`src/rtl/zxw_mem_seq_ctrl_v.sv`:
```
// ---------------------------------------------------------------------------
// zxw_mem_seq_ctrl_v
//   Moore-FSM sequencer for the counter / ROM / RAM / nibble-register memory
//   datapath. It drives every datapath enable from the state register alone.
//     COPY (op=0): moves `length` ROM nibbles into RAM through the M register,
//                  two cycles per word (FETCH then WRITE).
//     READ (op=1): loads RAM[start_addr] into H and RAM[start_addr+1] into L.
//   The datapath's ROM/RAM operate on the falling edge, so a FETCH or WRITE
//   completes its memory access mid-cycle, before the counter moves.
//
// Optional feature macro: ZXW_MEM_SEQ_ABORT_EN
//   When defined, adds an `abort` input. abort in any busy state other than
//   DONE returns to IDLE on the next edge, clears the latched fields and
//   suppresses the done pulse.
//
// Ports
//   Clock        in   1       system clock, FSM on rising edge
//   Resetn       in   1       asynchronous active-low reset
//   start        in   1       operation request, honoured only in IDLE
//   op           in   1       0 = COPY, 1 = READ
//   start_addr   in   ADDR_W  first address of the operation
//   length       in   LEN_W   COPY word count (ignored for READ)
//   abort        in   1       (ZXW_MEM_SEQ_ABORT_EN only) cancel current op
//   Din_upcnt    out  ADDR_W  counter load value (start_addr latched at accept)
//   LD_EN_upcnt  out  1       counter parallel-load enable
//   Cnt_EN       out  1       counter increment enable
//   LD_EN_M      out  1       M register load (ROM -> M)
//   WR_EN        out  1       RAM write enable (M -> RAM[A])
//   LD_EN_H      out  1       H register load
//   LD_EN_L      out  1       L register load
//   busy         out  1       high in every state except IDLE
//   done         out  1       one-cycle pulse when an op completes
// ---------------------------------------------------------------------------
module zxw_mem_seq_ctrl_v #(
    parameter int ADDR_W = 8,
    parameter int LEN_W  = 8
) (
    input  logic              Clock,
    input  logic              Resetn,
    input  logic              start,
    input  logic              op,
    input  logic [ADDR_W-1:0] start_addr,
    input  logic [LEN_W-1:0]  length,
`ifdef ZXW_MEM_SEQ_ABORT_EN
    input  logic              abort,
`endif
    output logic [ADDR_W-1:0] Din_upcnt,
    output logic              LD_EN_upcnt,
    output logic              Cnt_EN,
    output logic              LD_EN_M,
    output logic              WR_EN,
    output logic              LD_EN_H,
    output logic              LD_EN_L,
    output logic              busy,
    output logic              done
);

    typedef enum logic [2:0] {
        S_IDLE  = 3'd0,
        S_LOAD  = 3'd1,
        S_FETCH = 3'd2,
        S_WRITE = 3'd3,
        S_RD_H  = 3'd4,
        S_RD_L  = 3'd5,
        S_DONE  = 3'd6
    } state_t;

    state_t             state_q, state_d;
    logic               op_q;
    logic [ADDR_W-1:0]  addr_q;
    logic [LEN_W-1:0]   len_q;
    logic [LEN_W-1:0]   rem_q;      // COPY words still to be written
    logic               abort_hit;

`ifdef ZXW_MEM_SEQ_ABORT_EN
    // DONE is excluded so a completing op always delivers its done pulse.
    assign abort_hit = abort && (state_q inside {S_LOAD, S_FETCH, S_WRITE, S_RD_H, S_RD_L});
`else
    assign abort_hit = 1'b0;
`endif

    // NOTE: sequential state uses non-blocking assignments so every register
    // samples pre-edge values, independent of process ordering.
    always_ff @(posedge Clock or negedge Resetn) begin
        if (!Resetn) begin
            state_q <= S_IDLE;
        end else begin
            state_q <= state_d;
        end
    end

    // Latched request fields. They change only on accept in IDLE, so a start
    // pulsed while busy cannot disturb the operation in flight.
    always_ff @(posedge Clock or negedge Resetn) begin
        if (!Resetn) begin
            op_q   <= 1'b0;
            addr_q <= '0;
            len_q  <= '0;
            rem_q  <= '0;
        end else if (abort_hit) begin
            op_q   <= 1'b0;
            addr_q <= '0;
            len_q  <= '0;
            rem_q  <= '0;
        end else begin
            if (state_q == S_IDLE && start) begin
                op_q   <= op;
                addr_q <= start_addr;
                len_q  <= length;
            end
            if (state_q == S_LOAD) begin
                rem_q <= len_q;
            end else if (state_q == S_WRITE) begin
                rem_q <= rem_q - LEN_W'(1);
            end
        end
    end

    // NOTE: every combinational output gets a default before the case so no
    // path leaves a signal unassigned (which would infer a latch).
    always_comb begin
        state_d = state_q;
        case (state_q)
            S_IDLE:  if (start) state_d = S_LOAD;
            S_LOAD: begin
                if (op_q)                state_d = S_RD_H;
                else if (len_q == '0)    state_d = S_DONE;
                else                     state_d = S_FETCH;
            end
            S_FETCH: state_d = S_WRITE;
            // rem_q still holds the pre-decrement count during WRITE.
            S_WRITE: state_d = (rem_q == LEN_W'(1)) ? S_DONE : S_FETCH;
            S_RD_H:  state_d = S_RD_L;
            S_RD_L:  state_d = S_DONE;
            S_DONE:  state_d = S_IDLE;
            default: state_d = S_IDLE;   // unused encoding recovers to IDLE
        endcase
        if (abort_hit) state_d = S_IDLE;
    end

    // Moore output decode: depends on the state register only.
    always_comb begin
        LD_EN_upcnt = 1'b0;
        Cnt_EN      = 1'b0;
        LD_EN_M     = 1'b0;
        WR_EN       = 1'b0;
        LD_EN_H     = 1'b0;
        LD_EN_L     = 1'b0;
        busy        = 1'b0;
        done        = 1'b0;
        case (state_q)
            S_LOAD:  begin busy = 1'b1; LD_EN_upcnt = 1'b1; end
            S_FETCH: begin busy = 1'b1; LD_EN_M = 1'b1; end
            S_WRITE: begin busy = 1'b1; WR_EN = 1'b1; Cnt_EN = 1'b1; end
            S_RD_H:  begin busy = 1'b1; LD_EN_H = 1'b1; Cnt_EN = 1'b1; end
            S_RD_L:  begin busy = 1'b1; LD_EN_L = 1'b1; end
            S_DONE:  begin busy = 1'b1; done = 1'b1; end
            default: ;
        endcase
    end

    assign Din_upcnt = addr_q;

endmodule
```
`config.mk`:
```
export PLATFORM = sky130hd
export DESIGN_NAME = zxw_mem_seq_ctrl_v
export DESIGN_NICKNAME = d
export VERILOG_FILES = /design/src/rtl/zxw_mem_seq_ctrl_v.sv
export SDC_FILE = /design/constraint.sdc
export NUM_CORES = 1
export LEC_CHECK = 0
export CAP_MARGIN = 0
export CORE_ASPECT_RATIO = 0.5
export CORE_MARGIN = 10
export CORE_UTILIZATION = 40
export DETAILED_ROUTE_END_ITERATION = 7
export PLACE_DENSITY = 0.72
export SETUP_SLACK_MARGIN = 0.2
export SYNTH_ARGS = -nofsm -noshare
export SYNTH_HDL_FRONTEND = slang
export SYNTH_SLANG_ARGS = --single-unit
```
`constraint.sdc`:
```
create_clock -name Clock -period 2 [get_ports Clock]
set_input_delay 0.5 -clock Clock [delete_from_list [all_inputs] [get_ports Clock]]
set_output_delay 0.5 -clock Clock [all_outputs]
set_load 0.05 [all_outputs]
```
==> results of run 1 <==
[final cells by class]
cell class,instances,area [µm²]
multi-input cells,83,701
repair buffers,58,621
clock inverters,1,30.0
well taps,51,63.8
fillers,260,1240
flip-flops and latches,28,702
clock buffers,3,41.3
inverters,5,18.8
[worst min-delay path by stage]
stage,startpoint,endpoint,slack (ns)
3_5_place_dp,Din_upcnt[2],Din_upcnt[2],0.50
6_report,Din_upcnt[1],Din_upcnt[1],0.51
5_1_grt,Din_upcnt[1],Din_upcnt[1],0.53
4_1_cts,Din_upcnt[1],Din_upcnt[1],0.52
2_1_floorplan,Resetn,Din_upcnt[0],0.20
3_3_place_gp,Din_upcnt[5],Din_upcnt[5],0.50
[flip-flops by register name, indices dropped and copies added (netlist names)]
name / count
Din_upcnt: 8
len_q: 8
rem_q: 8
state_q: 3
op_q: 1
[worst register-to-register path: stages (launching register included)]
cell and delay [ns]:
dfrtp_2 0.47, buf_6 0.15, buf_4 0.13, nor4b_4 0.33, buf_12 0.20, mux2_2 0.34
[power by group]
part           switching (W)  internal [W]  leakage, nW  total, W
sequential          0.000290      0.000843        0.338   0.00113
clock               0.000177      0.000268       0.0357  0.000446
combinational        0.00127       0.00115        0.596   0.00241
total                0.00173       0.00226        0.970   0.00399
[stage by stage]
stage / power (W) / util (%)
after floorplan: 0.00245 / -
after global placement: 0.00308 / 55.8
after detailed placement: 0.00312 / 55.8
after CTS: 0.00383 / 62.1
after global routing: 0.00420 / 63.7
final: 0.00399 / 63.7
[kinds of logic (layout without fill, tap and decap cells)]
kind of cell,Yosys count,in the layout,synth area share (%)
muxes,21,21,16.3
buffers and inverters,13,67,5.67
and+or+nand+nor,36,36,17.1
adders and majority gates,2,2,1.77
DFF,28,28,49.6
AOI/OAI and AO/OA,24,24,9.49
[layout by cell type (no fill, tap or decap), drive strengths merged, types with 3 or more instances in the layout]
cell           instances
o22ai                  6
dfrtp                 28
a21oi                  7
mux2                  16
buf                   39
mux2i                  5
inv                    5
clkdlybuf4s50         19
nand2                  9
clkbuf                 3
nor2                   3
nor3                   3
o21ai                 10
[repair_timing]
action | CTS | global route
gates resized for setup | 20 | 4
setup endpoints to repair | 7 | 8
buffers inserted | 9 | 6
pin swaps | 6 | 4
[layer usage]
metal / routed length [µm] / vias to the layer above / track usage, % / part of all wire, %
met2: 1990 / 46 / 21.1 / 51
li1: - / 551 / - / -
met4: 66 / 0 / 3.54 / 1.7
met1: 1660 / 569 / 13.3 / 42
met5: 0 / - / 0 / 0
met3: 217 / 9 / 2.67 / 5.5
==> flow_metrics.py, run 1 <==
metrics = {
    "synth": {
        "synthDistinctLibCells": 34,
        "seq_area_frac_synth_pct": 49.6,
        "syn-cell-area_um2": 1410,
        "synth_warnings": 0,
        "synth_edf_count": 0,
        "synth_most_common_cell": "dfrtp_1",
        "yosysTopAreaCell": "dfrtp_1",
        "yosys-top-cells-area": "dfrtp_1 (50%), mux2_2 (13%), mux2i_1 (3.5%)",
        "ys_ff_latch": 28,
        "syn_nets": 146,
        "synth-async-reset-ratio_pct": 100,
        "netlist_instances": 124,
        "syn_avg_cell_area_um2": 11.4,
        "synth_common_cells": "dfrtp_1 (28), mux2_2 (16), nand2_1 (9)",
        "synth_top_area_share_pct": 49.6,
        "ys.flop_type": "dfrtp_1",
    },
    "timing": {
        "min_period_ns": 1.93,
        "tightest_slew_ns": 0.359,
        "setup_viol": 0,
        "skew_ns": 0.00511,
        "relSlewSlack_pct": 75.9,
        "timing.setup.tns_ns": 0,
        "max_freq_ghz": 0.518,
        "period_share_pct": 96.6,
        "rsz0062_at_grt": "true",
        "timing.final.max_slew_violations": 0,
        "finalWorstSetupSlack_ns": 0.0689,
        "hold_viol_final": 0,
        "holdWs_ns": 0.514,
    },
    "run_status": {
        "status": "finished, final reports clean",
    },
    "clocking": {
        "clockRootBuffer": "clkbuf_8",
        "clkSinkCount": 28,
        "clockBufferDepth": 2,
        "cts_buffers": 3,
        "clk_pin_slew_ns": 0.10,
        "cts_tree": "built",
        "hold_buffers": 0,
        "htree_num_levels": 1,
        "insertion_delay_ns": 0.28,
    },
    "detailed_routing": {
        "viasPerCell": 5.13,
        "routed_wl_um": 3930,
        "ant_nets": 0,
        "drc": 0,
        "drt_iter0_drc": 137,
        "wl_per_cell_um": 17.2,
        "vias": 1175,
        "drtPass1Iterations": 4,
    },
    "global_route": {
        "track_usage_pct": 11.4,
        "overflow": 0,
        "grt_pass1_vias": 1120,
        "grt_pass1_wl_um": 5900,
        "grt_max_degree": 29,
        "antenna_found_initial": 0,
    },
    "setup_path": {
        "regToRegStartpoint": "state_q[1]",
        "cp-start-kind": "flop",
        "path_depth": 4,
        "max_stage_delay_ns": 0.47,
        "worstSetupStartpoint": "state_q[1]",
        "slowest_stage": "dfrtp_2",
        "critical_path_class": "reg2out",
        "crit_path_end_kind": "output pin",
        "endpoint": "Cnt_EN",
        "crit_family": "flip-flops",
        "timing.rr.end": "len_q[6]",
        "r2r.worst_path.cells": 5,
        "path_cells": "buf_6 -> nor3b_4 -> or2_4 -> buf_8",
        "worst-path-buf-inv": 2,
        "critical_path.max_fanout": 5,
        "critPathArrivalTime_ns": 1.43,
        "reg2reg_slack_ns": 0.26,
        "cp.required_ns": 1.50,
    },
    "place": {
        "port_buffers": 35,
        "dp_hpwl_um": 2360,
        "placed_cells": 210,
        "place_congestion": 0.759,
        "placed_area_um2": 1910,
        "preCtsSetupSlack_ns": 0.112,
    },
    "floorplanning": {
        "die_width_um": 104,
        "start_util_pct": 41.3,
        "die-area_um2": 6450,
        "chipHeight_um": 62,
        "ios": 36,
        "row_count": 15,
        "core_area_um2": 3420,
    },
    "pwr": {
        "power.density_nw_per_um2": 1830,
        "leakage_nw": 0.970,
        "peakVddDrop_uv": 918,
    },
    "flow_run": {
        "maxCapViolCount": 0,
    },
    "min_path": {
        "holdCritPathClass": "reg2reg",
        "min_path_cells": 1,
    },
    "final_layout": {
        "finalNonFillerCells": 229,
        "n_antenna_cell": 0,
        "nets": 201,
        "drive_gt1_share_pct": 43.3,
        "synthToLayoutAreaGrowth_pct": 54.3,
        "stdcell_area_um2": 2180,
    },
}
Note: power is estimated with default switching activity, not from simulation.
==> run 2, diff against run 1 <==
- CAP_MARGIN: 0 -> not set
==> results of run 2 <==
The final DEF is identical to that of run 1; final timing and power are the same.
